**config.mk**
```make
export PLATFORM = sky130hd
export DESIGN_NAME = cache_msg_arbiter
export DESIGN_NICKNAME = d
export VERILOG_FILES = /design/src/rtl/cache_msg_pkg.sv /design/src/rtl/rr_arbiter.sv /design/src/rtl/cache_msg_arbiter.sv
export SDC_FILE = /design/constraint.sdc
export NUM_CORES = 1
export LEC_CHECK = 0
export ABC_AREA = 1
export CAP_MARGIN = 5
export CORE_AREA = 4 4 70 72
export DETAILED_ROUTE_END_ITERATION = 10
export DIE_AREA = 0 0 74 76
export DONT_BUFFER_PORTS = 1
export PLACE_DENSITY = 0.86
export SETUP_SLACK_MARGIN = 0.1
export SLEW_MARGIN = 20
export SYNTH_ARGS = -nofsm -noshare
export SYNTH_HDL_FRONTEND = slang
export SYNTH_HIERARCHICAL = 1
export SYNTH_SLANG_ARGS = --single-unit
```
**constraint.sdc**
```tcl
create_clock -name clk_i -period 1.8 [get_ports clk_i]
set_input_delay 0.09 -clock clk_i [delete_from_list [all_inputs] [get_ports clk_i]]
set_output_delay 0.09 -clock clk_i [all_outputs]
set_load 0.005 [all_outputs]
```
**src/rtl/cache_msg_pkg.sv**
```systemverilog
// Shared types and field-width helpers for the coherence message bus arbiter.
package cache_msg_pkg;

    localparam int unsigned TYPE_W = 4;

    typedef enum logic [TYPE_W-1:0] {
        MSG_RD   = 4'h0,
        MSG_RDX  = 4'h1,
        MSG_UPG  = 4'h2,
        MSG_INV  = 4'h3,
        MSG_WB   = 4'h4,
        MSG_DATA = 4'h5
    } msg_type_e;

    typedef enum logic [1:0] {
        ST_IDLE     = 2'd0,
        ST_GNT      = 2'd1,
        ST_BCAST    = 2'd2,
        ST_WAIT_ACK = 2'd3
    } state_e;

    function automatic int unsigned id_w(input int unsigned n_caches);
        return $clog2(n_caches);
    endfunction

    // Message layout, MSB first: {type, src_id, dst_id, addr}
    function automatic int unsigned msg_w(input int unsigned n_caches,
                                          input int unsigned a_width);
        return TYPE_W + 2 * id_w(n_caches) + a_width;
    endfunction

endpackage

```
**src/rtl/rr_arbiter.sv**
```systemverilog
// Combinational round-robin pick: first requester at or after ptr, wrapping.
module rr_arbiter #(
    parameter int unsigned n_req = 2,
    parameter int unsigned idx_w = 1
) (
    input  logic [n_req-1:0] req_i,
    input  logic [idx_w-1:0] ptr_i,
    output logic [n_req-1:0] gnt_oh_c_o,
    output logic [idx_w-1:0] gnt_idx_c_o,
    output logic             any_c_o
);

    always_comb begin
        int unsigned j;
        logic [idx_w-1:0] idx;
        logic found;
        gnt_oh_c_o  = '0;
        gnt_idx_c_o = '0;
        found       = 1'b0;
        j           = 0;
        idx         = '0;
        for (int unsigned i = 0; i < n_req; i++) begin
            j = 32'(ptr_i) + i;
            if (j >= n_req) j = j - n_req;
            idx = idx_w'(j);
            if (!found && req_i[idx]) begin
                found            = 1'b1;
                gnt_oh_c_o[idx]  = 1'b1;
                gnt_idx_c_o      = idx;
            end
        end
        any_c_o = found;
    end

endmodule

```
**src/rtl/cache_msg_arbiter.sv**
```systemverilog
// Coherence bus controller: round-robin grant, broadcast to all other caches,
// then hold the bus until every receiver acks or the ack timeout expires.
module cache_msg_arbiter
    import cache_msg_pkg::*;
#(
    parameter int unsigned cache_num   = 2,
    parameter int unsigned addr_width  = 32,
    parameter int unsigned ack_timeout = 256,
    localparam int unsigned ID_W  = id_w(cache_num),
    localparam int unsigned MSG_W = msg_w(cache_num, addr_width)
) (
    input  logic                       clk_i,
    input  logic                       rst_i,
    input  logic [cache_num-1:0]       msg_req_i,
    input  logic [cache_num*MSG_W-1:0] msg_i,
    output logic [cache_num-1:0]       msg_gnt_o,
    output logic [cache_num-1:0]       msg_in_valid_o,
    output logic [MSG_W-1:0]           msg_in_o,
    input  logic [cache_num-1:0]       msg_ack_i,
    output logic                       busy_o,
    output logic                       timeout_err_o
);

    localparam int unsigned CNT_W   = $clog2(ack_timeout);
    localparam int unsigned SRC_LSB = addr_width + ID_W;

    state_e               state_q, state_d;
    logic [ID_W-1:0]      win_q, win_d;
    logic [ID_W-1:0]      rr_ptr_q, rr_ptr_d;
    logic [cache_num-1:0] gnt_q, gnt_d;
    logic [cache_num-1:0] valid_q, valid_d;
    logic [MSG_W-1:0]     msg_in_q, msg_in_d;
    logic [cache_num-1:0] pending_q, pending_d;
    logic [CNT_W-1:0]     cnt_q, cnt_d;
    logic                 busy_q, busy_d;
    logic                 terr_q, terr_d;

    logic [cache_num-1:0] arb_oh;
    logic [ID_W-1:0]      arb_idx;
    logic                 arb_any;

    logic [MSG_W-1:0]     msg_arr [cache_num];
    logic [MSG_W-1:0]     win_msg;
    logic [MSG_W-1:0]     stamped_msg;
    logic [cache_num-1:0] sender_oh;
    logic [cache_num-1:0] remaining;
    logic [ID_W-1:0]      next_ptr;

    rr_arbiter #(
        .n_req (cache_num),
        .idx_w (ID_W)
    ) u_rr_arbiter (
        .req_i       (msg_req_i),
        .ptr_i       (rr_ptr_q),
        .gnt_oh_c_o  (arb_oh),
        .gnt_idx_c_o (arb_idx),
        .any_c_o     (arb_any)
    );

    for (genvar g = 0; g < cache_num; g++) begin : g_unpack
        assign msg_arr[g] = msg_i[g*MSG_W +: MSG_W];
    end

    // Source field is forced to the granted index so a requester cannot spoof it
    assign win_msg     = msg_arr[win_q];
    assign stamped_msg = {win_msg[MSG_W-1 -: TYPE_W], win_q, win_msg[SRC_LSB-1:0]};
    assign sender_oh   = cache_num'(1) << win_q;
    assign remaining   = pending_q & ~msg_ack_i;
    assign next_ptr    = (win_q == ID_W'(cache_num - 1)) ? '0 : win_q + ID_W'(1);

    always_comb begin
        state_d   = state_q;
        win_d     = win_q;
        rr_ptr_d  = rr_ptr_q;
        gnt_d     = '0;
        valid_d   = '0;
        msg_in_d  = msg_in_q;
        pending_d = pending_q;
        cnt_d     = cnt_q;
        terr_d    = terr_q;
        case (state_q)
            ST_IDLE: begin
                if (arb_any) begin
                    win_d   = arb_idx;
                    gnt_d   = arb_oh;
                    state_d = ST_GNT;
                end
            end
            ST_GNT: begin
                msg_in_d = stamped_msg;
                valid_d  = ~sender_oh;
                state_d  = ST_BCAST;
            end
            ST_BCAST: begin
                pending_d = ~sender_oh;
                cnt_d     = '0;
                state_d   = ST_WAIT_ACK;
            end
            ST_WAIT_ACK: begin
                pending_d = remaining;
                if (remaining == '0) begin
                    state_d  = ST_IDLE;
                    rr_ptr_d = next_ptr;
                end else if (cnt_q == CNT_W'(ack_timeout - 1)) begin
                    terr_d   = 1'b1;
                    state_d  = ST_IDLE;
                    rr_ptr_d = next_ptr;
                end else begin
                    cnt_d = cnt_q + CNT_W'(1);
                end
            end
            default: state_d = ST_IDLE;
        endcase
        busy_d = (state_d != ST_IDLE);
    end

    always_ff @(posedge clk_i) begin
        if (rst_i) begin
            state_q   <= ST_IDLE;
            win_q     <= '0;
            rr_ptr_q  <= '0;
            gnt_q     <= '0;
            valid_q   <= '0;
            msg_in_q  <= '0;
            pending_q <= '0;
            cnt_q     <= '0;
            busy_q    <= 1'b0;
            terr_q    <= 1'b0;
        end else begin
            state_q   <= state_d;
            win_q     <= win_d;
            rr_ptr_q  <= rr_ptr_d;
            gnt_q     <= gnt_d;
            valid_q   <= valid_d;
            msg_in_q  <= msg_in_d;
            pending_q <= pending_d;
            cnt_q     <= cnt_d;
            busy_q    <= busy_d;
            terr_q    <= terr_d;
        end
    end

    assign msg_gnt_o      = gnt_q;
    assign msg_in_valid_o = valid_q;
    assign msg_in_o       = msg_in_q;
    assign busy_o         = busy_q;
    assign timeout_err_o  = terr_q;

endmodule

```
=== Word-level counts from Yosys, hierarchy flattened ===
Index checks and enable logic that the tools add are counted.

* Bits in registers: 58
* Bits of input ports: 82
* Output and inout port bits: 44

* $add $sub $neg: 5
* $lt $le $gt $ge: 7
* Equality and inequality tests: 6
* Shift operators: 1
* Multiplexer cells: 30
* Bitwise gates (word level): 9
* Reduce and logical (&&, ||, !) cells: 15

{| class="wikitable"
|+ Operator list
! operator !! number
|-
| 38-bit 2-to-1 mux || 3
|-
| 8-bit 2-to-1 mux || 2
|-
| 8-bit case mux with 2 select lines || 1
|-
| 1-bit 2-to-1 mux || 15
|-
| 2-bit 2-to-1 mux || 5
|-
| 8-bit by 1-bit adder with 8-bit output, second input constant || 1
|-
| 8-bit == test, second input constant || 1
|-
| 2-bit case mux with 4 select lines || 1
|-
| 3-bit AND reduction || 2
|-
| 2-bit nonzero test || 3
|-
| 2-bit == test, second input constant || 2
|-
| 2-bit >= comparator, second input constant || 2
|-
| 2-bit zero test || 2
|-
| 1-bit by 2-bit less-than comparator with 1-bit output, second input constant || 2
|-
| 2-bit inequality test, second input constant || 2
|-
| 1-bit NOT || 4
|-
| 2-bit NOT || 2
|-
| 2-bit case mux with 2 select lines || 1
|-
| 2-bit AND reduction || 2
|-
| 1-bit logical AND || 3
|-
| 3-bit OR reduction || 1
|-
| 1-bit by 1-bit adder with 2-bit output, second input constant || 1
|-
| 2-bit AND || 1
|-
| 1-bit demux with 1-bit select || 2
|-
| 10 further kinds || 12
|}

=== Longest topological paths before layout ===
Gate-level depths: netlist of run 1.

* Depth in word-level cells: 11
* Mapped depth: 9
* Gate-level depth less buffers: 9

=== Hierarchy ===
The synthesis of run 1 kept the hierarchy.

{| class="wikitable"
|+ Modules (own cells, without submodules)
! module !! times used !! cells each !! area an instance (um2) !! sequential area each (um2)
|-
| cache_msg_arbiter || 1 || 327 || 2,473.6 || 1,161.1
|-
| rr_arbiter || 1 || 7 || 30.0 || 0.0
|}

=== Worst setup path before layout of run 1 ===
No wires, ideal clock.

* Path type: reg-to-reg
* From: register cnt_q[0]
* To: register cnt_q[7]
* Data arrival time: 1.139 ns
* Data required time: 1.685 ns
* Slack: 0.546 ns
* Cell stages (with the launch flop): 9
* Buffers on the path: 0
* Clock period less this slack: 1.254 ns
* Cells stage by stage: dfxtp_1 ha_1 nand2_1 nor2_2 nand2_1 nand3_1 nand2_2 a21oi_1 nor2_1

* Word-level cells in the longest chain between the ends: 4
* Elaborated cells between the ends (all ways): 7
* Classes of those cells: 1 x add/sub; 2 x eq/ne; 3 x mux; 1 x reduce/logical

{| class="wikitable"
|+ RTL lines
! item !! line !! source
|-
| from (decl) || cache_msg_arbiter.sv:34 || <nowiki>logic [CNT_W-1:0] cnt_q, cnt_d;</nowiki>
|-
| from (signal assigned) || cache_msg_arbiter.sv:137 || <nowiki>cnt_q <= cnt_d;</nowiki>
|-
| 8-bit by 1-bit adder with 8-bit output || cache_msg_arbiter.sv:109 || <nowiki>cnt_d = cnt_q + CNT_W'(1);</nowiki>
|-
| 8-bit 2-to-1 mux || cache_msg_arbiter.sv:104 || <nowiki>end else if (cnt_q == CNT_W'(ack_timeout - 1)) begin</nowiki>
|-
| 8-bit 2-to-1 mux || cache_msg_arbiter.sv:101 || <nowiki>if (remaining == '0) begin</nowiki>
|-
| 8-bit case mux with 2 select lines || cache_msg_arbiter.sv:81 || <nowiki>case (state_q)</nowiki>
|}

Several ways; a longest one is shown, not always the timed one. The select of a mux whose other input is x is not followed.
A chain may end at the register's enable or synchronous reset.

==> parameters.txt, run 1 <==
Parameter                              Value

Route
  Detailed-routing iteration count for the pre-antenna-repair pass ... 5
  Initial DRC Count ... 159
  Post-detailed-route DRC marker count ... 0
  Via count normalized by instance count ... 5.411
  Routed length per placed instance ... 16.97 µm
  Antenna-violating nets left ... 0
  Vias ... 2543
  Wire length reported by the detailed router ... 7978 µm

Synthesis
  Synthesized area divided by synthesized cell count ... 7.496 µm²
  Arithmetic-cell share of the synthesized area counting full adders, half adders and majority gates ... 0.004998
  Synth top area cells ... dfxtp_1, nand2_1, nand3_1
  Yosys cell types ... 22
  Proportion of netlist area held by the largest area contributor ... 0.4638
  Post-Syn Area ... 2504 µm²
  Synth Area in Compound Gates ... 0.04398
  Primary flip-flop cell chosen by synthesis mapping ... dfxtp_1
  Cells after Synth ... 334
  Total of warnings raised by yosys ... 6
  Post-synthesis share of cell area spent on and, or, nand and nor gates ... 0.4008
  Count of state elements after synthesis ... 58
  Sequential cell area fraction in the yosys report ... 0.4638
  Synth Net Count ... 417
  Xor and xnor area share after synthesis ... 0.003498
  Post-synth top cells ... nand2_1, dfxtp_1, nand3_1
  Largest family of logic cells by synthesized area ... simple AND/OR/NAND/NOR gates
  Post-synthesis async set-or-reset flop share ... 0
  Mux contribution to synthesized area ... 0
  Cell with the most instances after synthesis ... nand2_1
  Number of synthesized flops with an enable pin ... 0
  Area leader, netlist ... dfxtp_1

Setup path
  Capture instance of the worst register-to-register path ... msg_in_o[18]
  Highest fanout seen on the critical path ... 29
  Capturing element type of the critical path ... flip-flop
  Endpoint of the most critical setup path ... msg_in_o[19]
  Worst endpoint data arrival time ... 1750 ps
  Max incr delay on CP ... 680 ps
  CP max-delay cell ... dlygate4sd3_1
  Path depth of the worst reg2reg path ... 7
  Most repeated library cell on the critical path ... inv_2
  Worst reg2reg startpoint ... state_q[1]
  Kind of critical path ... input pin to flip-flop
  Critical Path Start Type ... input pin
  Required time worst endpoint ... 2050 ps
  Cell Chain, Critical Path ... dlygate4sd3_1 > inv_2 > nand3_2 > inv_2 > buf_12 > nand2_1 > nand3_1
  Worst setup path start ... rst_i
  Internal reg-to-reg setup slack ... 340 ps

Final layout
  Number of filler cells placed in the layout ... 264
  Area Growth Syn to Fin ... 38.68%
  Flip-flop and latch area ... 1161 µm²
  Post-route cell area ... 3472 µm²
  Layout net count ... 495
  Share of post-route cells with drive strength above 1 ... 0.1322
  Filler-free cell count of the finished design ... 470
  Multi-input combinational cell area ... 1135 µm²

STA
  Largest clock skew in the final design ... 4.214 ps
  Tightest slew margin relative to the limit ... 0.7488
  Summed negative setup slack over all endpoints ... 0 ps
  RSZ-0062 raised after global routing ... false
  Worst Tran Pin Value ... 375.6 ps
  Setup-violating endpoint count in the final report ... 0
  Final critical-path required period ... 1497 ps
  Maximum clock frequency ... 668.0 MHz
  Final Hold Fails ... 0
  Period Utilization, post-route ... 0.8317
  Post-layout worst setup margin ... 303.0 ps
  Final Max Slew Viols ... 0

Floorplan
  Number of rows in the core area ... 24
  Initial cell density of the core ... 0.5830
  Full die area ... 5624 µm²
  Number of top-level pins ... 126
  Die Width ... 74 µm
  Area of the core ... 4294 µm²
  Die extent in y ... 76 µm

Flow run
  Number of violations of the max-capacitance limit ... 0

Power
  Internal power summed over all cells ... 0.002341 W
  Switching part of the total power ... 0.2809
  Psw ... 0.0009145 W
  Power share of the combinational group ... 0.169
  Overall power after layout ... 0.003255 W
  Clock Power Share ... 0.340
  Maximum vdd ir drop ... 0.0009010 V
  Power per standard cell area ... 937.5 nW/µm²
  Pleak ... 1.520 nW
  Sequential share of power ... 0.491

Clock network
  Root buffer cell ... clkbuf_8
  H-tree levels ... 3
  Number of buffers inserted for hold repair after clock tree synthesis ... 77
  Number of instances resized during post-cts repair ... 0
  Maximum buffer depth of the clock tree ... 2
  Insertion delay of the later-clocked pin in the worst-skew pair ... 310 ps
  Post-CTS clock slew at the launch and capture registers of the worst setup and hold paths ... 60 ps
  Number of clock sinks ... 58
  TritonCTS clock tree ... yes
  Number of buffers created by CTS ... 9
  Number of buffers added for setup after CTS ... 0

Placed design
  Placed Instance Area ... 2507 µm²
  Half-perimeter wire length of the detailed placement result ... 4130 µm
  Routability-driven placement congestion ratio ... 0.8313
  Number of placed instances with taps included ... 376
  Worst slack at placement ... 403.7 ps
  Port bufs ... 0

Global route
  Total GRT Usage ... 0.2761
  Number of global-route vias before repair ... 2499
  Number of antenna violations at the first check in global routing ... 1
  Wire length of the first global-routing pass ... 11940 µm
  Total grt overflow ... 0
  Maximum number of pins on one net before global-route repair ... 30

Hold path
  Hold/Removal Path Class ... input pin to flip-flop

Outcome
  Run status ... finished clean
## critical path, delay by kind of cell
| kind | cells | cell delay (ps) |
|---|---|---|
| buffers and inverters | 4 | 1330 |
| AND/OR/NAND/NOR | 3 | 300 |
## power by group through the flow
stage	combinational [W]	sequential [W]	clock, W
final	0.000549	0.00160	0.00111
after global routing	0.000594	0.00161	0.00121
after CTS	0.000520	0.00159	0.00113
after detailed placement	0.000379	0.00162	0
after global placement	0.000365	0.00161	0
after floorplan	0.000336	0.00158	0
## routing by layer
metal,wire length (µm),GRT usage,vias up
met2,4116,0.4601,167
met1,2734,0.2790,1123
li1,-,-,1217
met3,716,0.07520,36
met5,0,0,-
met4,410,0.2192,0
## state kept, by name, summed over array words and instances, names as in the netlist
signal	count
busy_o	1
win_q	1
timeout_err_o	1
msg_in_valid_o	2
msg_gnt_o	2
msg_in_o	38
rr_ptr_q	1
pending_q	2
cnt_q	8
state_q	2
## stage by stage
step	utilization	hold slack, ps
2_1_floorplan	-	194.8
4_1_cts	0.8074	14.96
3_3_place_gp	0.5839	161.4
3_5_place_dp	0.5839	162.4
5_1_grt	0.8080	21.04
6_report	0.8086	21.33
## worst min path at each step
stage / from / end / slack, ps / cells after the start
after floorplan: msg_i[38] / msg_in_o[0] / 190 / 2
after global placement: rst_i / pending_q[0] / 160 / 1
after detailed placement: rst_i / busy_o / 160 / 1
after CTS: msg_req_i[1] / msg_gnt_o[1] / 10 / 4
after global routing: msg_ack_i[1] / pending_q[1] / 20 / 3
final: msg_req_i[1] / msg_gnt_o[1] / 20 / 4
## cell usage in the layout, fill, tap and decap left out
master,netlist,final
xor2_1,1,1
nor3b_1,1,1
nand3_1,33,33
clkinv_2,0,2
a41oi_1,1,1
nor2_2,2,2
a31oi_1,1,1
nand2_2,13,13
inv_1,16,16
a21oi_1,11,11
nor2_1,18,18
nand3_2,15,15
nand2_1,131,131
dlygate4sd3_1,0,77
o21bai_1,1,1
o211ai_1,1,1
nand4_1,2,2
ha_1,1,1
clkbuf_8,0,13
diode_2,0,2
dfxtp_1,58,58
inv_2,7,7
o21ai_0,5,5
nor3_1,3,3
buf_12,0,3
## kinds of logic after synthesis
| kind of cell | Yosys count |
|---|---|
| AO/OA/AOI/OAI | 20 |
| AND/OR/NAND/NOR | 218 |
| flip-flops | 58 |
| buffers and inverters | 36 |
| XOR/XNOR | 1 |
| adder cells (fa/ha/maj) | 1 |
## layout make-up
type / instances / share of cell area
Clock buffer: 13 / 0.05153
Sequential cell: 58 / 0.3344
Timing Repair Buffer: 80 / 0.2393
Clock inverter: 2 / 0.002883
Inverter: 23 / 0.02486
Antenna cell: 2 / 0.001441
Multi-Input combinational cell: 240 / 0.3268
Tap cell: 52 / 0.01874
No activity file was read; power rests on OpenSTA's default activity.
==> run 2, diff against run 1 <==
- ABC_AREA: 1 -> 0
- CORE_AREA: 4 4 70 72 -> 4 4 68 70
- DIE_AREA: 0 0 74 76 -> 0 0 72 74
- PLACE_DENSITY: 0.86 -> 0.85
- clock period: 1.8 -> 1.42 ns (I/O delays scaled with it)
==> run 2 against run 1 <==
Against the previous run: synthesized area down 7.3%; the run now fails in global routing (5_1_grt); synthesized cell count shrank 29%.
==> parameters.txt, run 2 <==
Parameter                              Value

Outcome
  Run status ... did not finish
  Failed at ... global routing (5_1_grt)
  Error that halted the flow ... [ERROR DPL-0033] detailed placement checks failed during check placement.

Clock network
  Root buffer cell ... clkbuf_8
  Maximum buffer depth of the clock tree ... 2
  Number of buffers created by CTS ... 9
  Number of clock sinks ... 58
  H-tree levels ... 3

Synthesis
  Count of state elements after synthesis ... 58
  Sequential cell area fraction in the yosys report ... 0.5003
  Cells after Synth ... 238
  Post-synth top cells ... dfxtp_1, inv_1, a222oi_1
  Number of synthesized flops with an enable pin ... 0
  Total of warnings raised by yosys ... 6
  Cell with the most instances after synthesis ... dfxtp_1
  Proportion of netlist area held by the largest area contributor ... 0.5003
  Primary flip-flop cell chosen by synthesis mapping ... dfxtp_1
  Synth top area cells ... dfxtp_1, a222oi_1, inv_1
  Post-synthesis async set-or-reset flop share ... 0
  Area leader, netlist ... dfxtp_1
  Yosys cell types ... 39
  Post-Syn Area ... 2321 µm²
  Synth Net Count ... 321
  Synthesized area divided by synthesized cell count ... 9.752 µm²

Floorplan
  Die extent in y ... 74 µm
  Number of rows in the core area ... 23
  Number of top-level pins ... 126
  Die Width ... 72 µm
  Initial cell density of the core ... 0.5844

Global route
  Number of antenna violations at the first check in global routing ... 0
  Maximum number of pins on one net before global-route repair ... 40

Placed design
  Routability-driven placement congestion ratio ... 0.9504
  Number of placed instances with taps included ... 291
  Half-perimeter wire length of the detailed placement result ... 4331 µm
  Placed Instance Area ... 2535 µm²
  Port bufs ... 0

STA
  Worst endpoint, post-GRT repair ... msg_in_o[30]$_SDFFE_PP0P_/D
  Worst endpoint type ... register input
run 2: stage by stage:
step | hold WS [ps] | setup WS (ps) | TNS, ps
2_1_floorplan | 190.2 | 68.16 | 0
3_3_place_gp | 137.1 | 29.27 | 0
3_5_place_dp | 137.4 | -53.09 | -106.5
4_1_cts | -220.2 | 10.39 | 0
run 2: what timing repair did:
action,4_1_cts
resized for setup,14
hold endpoints to repair,57
endpoints found under the setup margin,47
hold buffers,77
buffers inserted,5
pin swaps,6
run 2: cell families after synthesis:
group	after synthesis	share of synthesized area
compound gates	57	0.2178
fa+ha+maj	1	0.005390
buf+inv	58	0.1051
flops	58	0.5003
mux	7	0.03073
simple gates	57	0.1407
==> run 3, diff against run 2 <==
- CORE_AREA: 4 4 68 70 -> 4 4 82 84
- DIE_AREA: 0 0 72 74 -> 0 0 86 88
- PLACE_DENSITY: 0.85 -> default
- PLACE_DENSITY_LB_ADDON: default -> 0.15
- SETUP_SLACK_MARGIN: 0.1 -> default
==> run 3 against run 2 <==
Against the previous run: the flow now finishes, with violations (hold timing); synthesized area unchanged; synthesized cell count is the same.
==> parameters.txt, run 3 <==
Parameter                              Value

Setup path
  Required time worst endpoint ... 1630 ps
  Max incr delay on CP ... 450 ps
  Cell Chain, Critical Path ... and4_4 > and4_4 > or4_4 > mux2i_1
  Worst reg2reg startpoint ... cnt_q[5]
  Critical Path Start Type ... flip-flop
  Delay-heaviest family, CP ... simple AND/OR/NAND/NOR gates
  Path depth of the worst reg2reg path ... 4
  Combined buffer and inverter count along the critical path ... 0
  Most repeated library cell on the critical path ... and4_4
  Highest fanout seen on the critical path ... 4
  Internal reg-to-reg setup slack ... 20 ps
  CP max-delay cell ... or4_4
  Worst endpoint data arrival time ... 1610 ps
  Kind of critical path ... flip-flop to flip-flop
  Capture instance of the worst register-to-register path ... cnt_q[1]
  Capturing element type of the critical path ... flip-flop
  Worst setup path start ... cnt_q[5]

Final layout
  Filler-free cell count of the finished design ... 411
  Most frequent cells in the layout ... dlygate4sd3_1, dfxtp_1, inv_1
  Core Util, Final ... 0.6031
  Multi-input combinational cell area ... 978.4 µm²
  Layout net count ... 414
  Most frequent standard cell in the layout excluding fill and tap cells ... dlygate4sd3_1
  Number of filler cells placed in the layout ... 480
  Flip-flop and latch area ... 1171 µm²
  Number of flip-flops under the largest register name ... 38
  Share of post-route cells with drive strength above 1 ... 0.1786
  Diodes inserted ... 0
  Area Growth Syn to Fin ... 53.85%

Synthesis
  Post-Syn Area ... 2321 µm²
  Primary flip-flop cell chosen by synthesis mapping ... dfxtp_1
  Area leader, netlist ... dfxtp_1
  Number of synthesized flops with an enable pin ... 0
  Cell with the most instances after synthesis ... dfxtp_1
  Proportion of netlist area held by the largest area contributor ... 0.5003
  Count of state elements after synthesis ... 58
  Synthesized area divided by synthesized cell count ... 9.752 µm²
  Synth top area cells ... dfxtp_1, a222oi_1, inv_1
  Synth Net Count ... 321
  Post-synthesis async set-or-reset flop share ... 0
  Cells after Synth ... 238
  Sequential cell area fraction in the yosys report ... 0.5003
  Yosys cell types ... 39
  Post-synth top cells ... dfxtp_1, inv_1, a222oi_1
  Total of warnings raised by yosys ... 6

Global route
  Number of antenna violations at the first check in global routing ... 0
  Total GRT Usage ... 0.1892
  Number of global-route vias before repair ... 2361
  Total grt overflow ... 0
  Maximum number of pins on one net before global-route repair ... 40
  Wire length of the first global-routing pass ... 11030 µm

Route
  Detailed-routing iteration count for the pre-antenna-repair pass ... 7
  Initial DRC Count ... 250
  Wire length reported by the detailed router ... 7406 µm
  Routed length per placed instance ... 18.02 µm
  Antenna-violating nets left ... 0
  Post-detailed-route DRC marker count ... 0
  Via count normalized by instance count ... 5.667
  Vias ... 2329

Clock network
  Post-CTS clock slew at the launch and capture registers of the worst setup and hold paths ... 60 ps
  Maximum buffer depth of the clock tree ... 2
  Number of buffers created by CTS ... 9
  H-tree levels ... 3
  Root buffer cell ... clkbuf_8
  Insertion delay of the later-clocked pin in the worst-skew pair ... 330 ps
  Number of clock sinks ... 58
  TritonCTS clock tree ... yes

Floorplan
  Die Width ... 86 µm
  Area of the core ... 5921 µm²
  Initial cell density of the core ... 0.3920
  Die extent in y ... 88 µm
  Number of rows in the core area ... 28
  Number of top-level pins ... 126
  Full die area ... 7568 µm²

STA
  Period Utilization, post-route ... 0.9871
  Tightest slew margin relative to the limit ... 0.7235
  Final Max Slew Viols ... 0
  RSZ-0062 raised after global routing ... true
  Maximum clock frequency ... 713.4 MHz
  Worst Tran Pin Value ... 414.8 ps
  Worst-case hold slack ... -196.1 ps
  Final critical-path required period ... 1402 ps
  Largest clock skew in the final design ... 5.620 ps
  Setup-violating endpoint count in the final report ... 0
  Final Hold Fails ... 18

Power
  Power per standard cell area ... 1072 nW/µm²
  Maximum vdd ir drop ... 0.0008226 V
  Pleak ... 1.634 nW

Outcome
  Run status ... finished with violations
  Violated checks ... hold timing

Hold path
  Hold/Removal Path Class ... input pin to flip-flop
  Hold worst-path end ... cnt_q[2]
  Startpoint of the most critical hold path ... rst_i
  Number of cells on the worst hold path ... 1

Placed design
  Half-perimeter wire length of the detailed placement result ... 4008 µm
  Routability-driven placement congestion ratio ... 0.8035
  Port bufs ... 0
  Number of placed instances with taps included ... 314

Flow run
  Number of violations of the max-capacitance limit ... 0
run 3: per-layer routing:
metal  part of all wire  track usage  routed length [µm]  vias to the layer above
li1                   -            -                   -                     1080
met1               0.37       0.1930                2711                     1116
met2               0.52       0.3301                3832                      117
met3              0.092      0.08090                 678                       16
met4              0.025      0.09784                 183                        0
met5                  0            0                   0                        -
run 3: area by class of cell:
class	instances	share of cell area
clock buffer	12	0.04064
multi-input combinational	122	0.2740
sequential	58	0.3280
inverter	42	0.04485
timing repair buffer	98	0.2719
clock inverter	4	0.01437
tap	75	0.02628
run 3: worst register-to-register path: stages, from the launching register on:
cell,delay (ps)
dfxtp_2,330
and4_4,190
and4_4,190
or4_4,450
mux2i_1,140
run 3: worst max path at each step:
stage          cells past startpoint  slack [ps]  endpoint
6_report                           4          20  cnt_q[1]
5_1_grt                            4         -10  cnt_q[0]
4_1_cts                            4           7  cnt_q[1]
3_5_place_dp                       4         -10  cnt_q[1]
3_3_place_gp                       4           2  cnt_q[0]
2_1_floorplan                      5           6  rr_ptr_q
run 3: through the flow:
step | setup TNS (ps) | hold slack (ps) | setup WS (ps) | area, µm² | power [W]
2_1_floorplan | 0 | 190.2 | 6.300 | 2321 | 0.002044
3_3_place_gp | 0 | 143.7 | 1.640 | 2512 | 0.002152
3_5_place_dp | -22.91 | 145.3 | -10.58 | 2512 | 0.002152
4_1_cts | 0 | -216.1 | 7.310 | 3487 | 0.003838
5_1_grt | -38.79 | -211.0 | -14.09 | 3571 | 0.003993
6_report | 0 | -196.1 | 18.34 | 3571 | 0.003827
run 3: kinds of logic after synthesis:
kind of cell | after synthesis | synth area share
AOI/OAI and AO/OA | 57 | 0.2178
adders and majority gates | 1 | 0.005390
buffers and inverters | 58 | 0.1051
DFF | 58 | 0.5003
muxes | 7 | 0.03073
and+or+nand+nor | 57 | 0.1407
run 3: power breakdown:
part	leakage (nW)	total (W)	internal, W	switching, W
registers	0.477	0.00182	0.00173	0.0000902
logic	1.06	0.000512	0.000294	0.000219
clock network	0.0966	0.00149	0.000859	0.000634
total	1.63	0.00383	0.00288	0.000943
run 3: what timing repair did:
action | in CTS | in global routing
hold endpoints to repair | 56 | 18
hold buffers | 77 | 1
gates resized for setup | 4 | 16
pin swaps | 0 | 13
setup buffers | 0 | 1
gates cloned | 0 | 2
endpoints found under the setup margin | 4 | 35
==> run 4, diff against run 3 <==
- ABC_AREA: 0 -> 1
- CAP_MARGIN: 5 -> 20
- CORE_AREA: 4 4 82 84 -> 4 4 85 87
- DIE_AREA: 0 0 86 88 -> 0 0 89 91
==> run 4 against run 3 <==
Against the previous run: the flow now finishes without violations; design area up 2.0%; combinational power rose by 41%; global-route usage fell by 1.8 points; die area rose by 7.0%; flip-flop and latch count is the same; highest routed layer unchanged.
==> parameters.txt, run 4 (same netlist as run 1, synthesis figures left out) <==
Parameter                              Value

Outcome
  Run status ... finished clean

Final layout
  Number of filler cells placed in the layout ... 574
  Area Growth Syn to Fin ... 45.53%
  Number of flip-flops under the largest register name ... 38
  Layout net count ... 505
  Filler-free cell count of the finished design ... 504
  Most frequent cells in the layout ... nand2_1, dlygate4sd3_1, dfxtp_1
  Most frequent standard cell in the layout excluding fill and tap cells ... nand2_1
  Share of post-route cells with drive strength above 1 ... 0.1643
  Flip-flop and latch area ... 1164 µm²
  Core Util, Final ... 0.5738
  Post-route cell area ... 3643 µm²
  Multi-input combinational cell area ... 1167 µm²

Setup path
  Highest fanout seen on the critical path ... 7
  Max incr delay on CP ... 350 ps
  Cell Chain, Critical Path ... ha_4 > nand2_1 > nor2_2 > nand3_2 > nand3_4 > nand2_1 > a21oi_2
  Critical Path Start Type ... flip-flop
  Delay-heaviest family, CP ... simple AND/OR/NAND/NOR gates
  Required time worst endpoint ... 1680 ps
  CP max-delay cell ... dfxtp_2
  Combined buffer and inverter count along the critical path ... 0
  Capturing element type of the critical path ... flip-flop
  Worst endpoint data arrival time ... 1570 ps
  Most repeated library cell on the critical path ... nand2_1
  Kind of critical path ... flip-flop to flip-flop

Floorplan
  Full die area ... 8099 µm²
  Die Width ... 89 µm
  Initial cell density of the core ... 0.3943
  Area of the core ... 6350 µm²
  Die extent in y ... 91 µm
  Number of top-level pins ... 126
  Number of rows in the core area ... 29

Clock network
  Maximum buffer depth of the clock tree ... 2
  Number of buffers added for setup after CTS ... 0
  H-tree levels ... 3
  Root buffer cell ... clkbuf_8
  Number of clock sinks ... 58
  Post-CTS clock slew at the launch and capture registers of the worst setup and hold paths ... 70 ps
  Number of buffers created by CTS ... 9
  TritonCTS clock tree ... yes
  Insertion delay of the later-clocked pin in the worst-skew pair ... 330 ps

Route
  Via count normalized by instance count ... 4.800
  Detailed-routing iteration count for the pre-antenna-repair pass ... 7
  Post-detailed-route DRC marker count ... 0
  Vias ... 2419
  Initial DRC Count ... 102
  Antenna-violating nets left ... 0
  Wire length reported by the detailed router ... 7191 µm
  Routed length per placed instance ... 14.27 µm

STA
  Worst Tran Pin Value ... 425.6 ps
  Final Max Slew Viols ... 0
  Maximum clock frequency ... 766.8 MHz
  Tightest slew margin relative to the limit ... 0.7163
  Period Utilization, post-route ... 0.9184
  Summed negative setup slack over all endpoints ... 0 ps
  Worst-case hold slack ... 32.12 ps
  Final critical-path required period ... 1304 ps
  Largest clock skew in the final design ... 7.187 ps
  Final Hold Fails ... 0
  Setup-violating endpoint count in the final report ... 0

Global route
  Wire length of the first global-routing pass ... 10750 µm
  Number of antenna violations at the first check in global routing ... 0
  Maximum number of pins on one net before global-route repair ... 39
  Number of global-route vias before repair ... 2313
  Total GRT Usage ... 0.1707
  Total grt overflow ... 0

Hold path
  Hold/Removal Path Class ... input pin to flip-flop

Power
  Power per standard cell area ... 1219 nW/µm²
  Maximum vdd ir drop ... 0.0006932 V
  Pleak ... 1.583 nW

Placed design
  Half-perimeter wire length of the detailed placement result ... 4404 µm
  Number of placed instances with taps included ... 410
  Placed Instance Area ... 2594 µm²
  Routability-driven placement congestion ratio ... 0.7414
  Port bufs ... 0

Flow run
  Number of violations of the max-capacitance limit ... 0
## run 4: cell types whose count changed in the layout (fill, tap and decap cells not counted), sizes merged, moves of 6 or more
cell    previous run  this run
nor2               9        20
nand2             11       144
mux2i              6         0
nand3              2        48
buf               20        12
inv               42        23
a222oi            37         0
## run 4: power by group
| part | switching (W) | total, W | internal, W |
|---|---|---|---|
| logic | 0.000378 | 0.000722 | 0.000344 |
| registers | 0.000168 | 0.00201 | 0.00184 |
| clock network | 0.000638 | 0.00171 | 0.00107 |
## run 4: layer usage
layer	vias up	track usage	routed length, µm
met3	15	0.06244	690
met4	0	0.07320	131
met2	89	0.2921	3534
met5	-	0	0
li1	1234	-	-
met1	1081	0.1865	2835
## run 4: cell type report
cell class	instances	share of cell area
multi-input combinational	240	0.3204
sequential	58	0.3194
timing repair buffer	90	0.2466
clock buffer	11	0.04155
tap	77	0.02644
inverter	23	0.02438
clock inverter	4	0.02060
antenna	1	0.0006868
## run 4: worst reg2reg max path, cell delays in order (launching register included)
cell and delay (ps):
dfxtp_2 350, ha_4 140, nand2_1 70, nor2_2 170, nand3_2 150, nand3_4 160, nand2_1 80, a21oi_2 130
## run 4: final timing paths
| kind | slack (ps) | endpoint | from | cells after the start |
|---|---|---|---|---|
| max reg2reg | 120 | cnt_q[2] | cnt_q[1] | 7 |
| min reg2reg | 480 | pending_q[1] | pending_q[1] | 2 |
| max | 120 | cnt_q[2] | cnt_q[1] | 7 |
| min | 30 | pending_q[0] | msg_ack_i[0] | 3 |
## run 4: timing repair
| item | CTS | global route |
|---|---|---|
| hold buffers | 78 | 0 |
| resized for setup | 1 | 9 |
| pin swaps | 0 | 5 |
| endpoints found under the hold margin | 56 | 0 |
| endpoints found under the setup margin | 1 | 37 |
## run 4: metrics by stage
stage	total power (W)	setup WS (ps)
after floorplan	0.002422	166.3
after global placement	0.002552	52.15
after detailed placement	0.002563	12.29
after CTS	0.004508	78.49
after global routing	0.004685	-14.00
final	0.004441	115.9
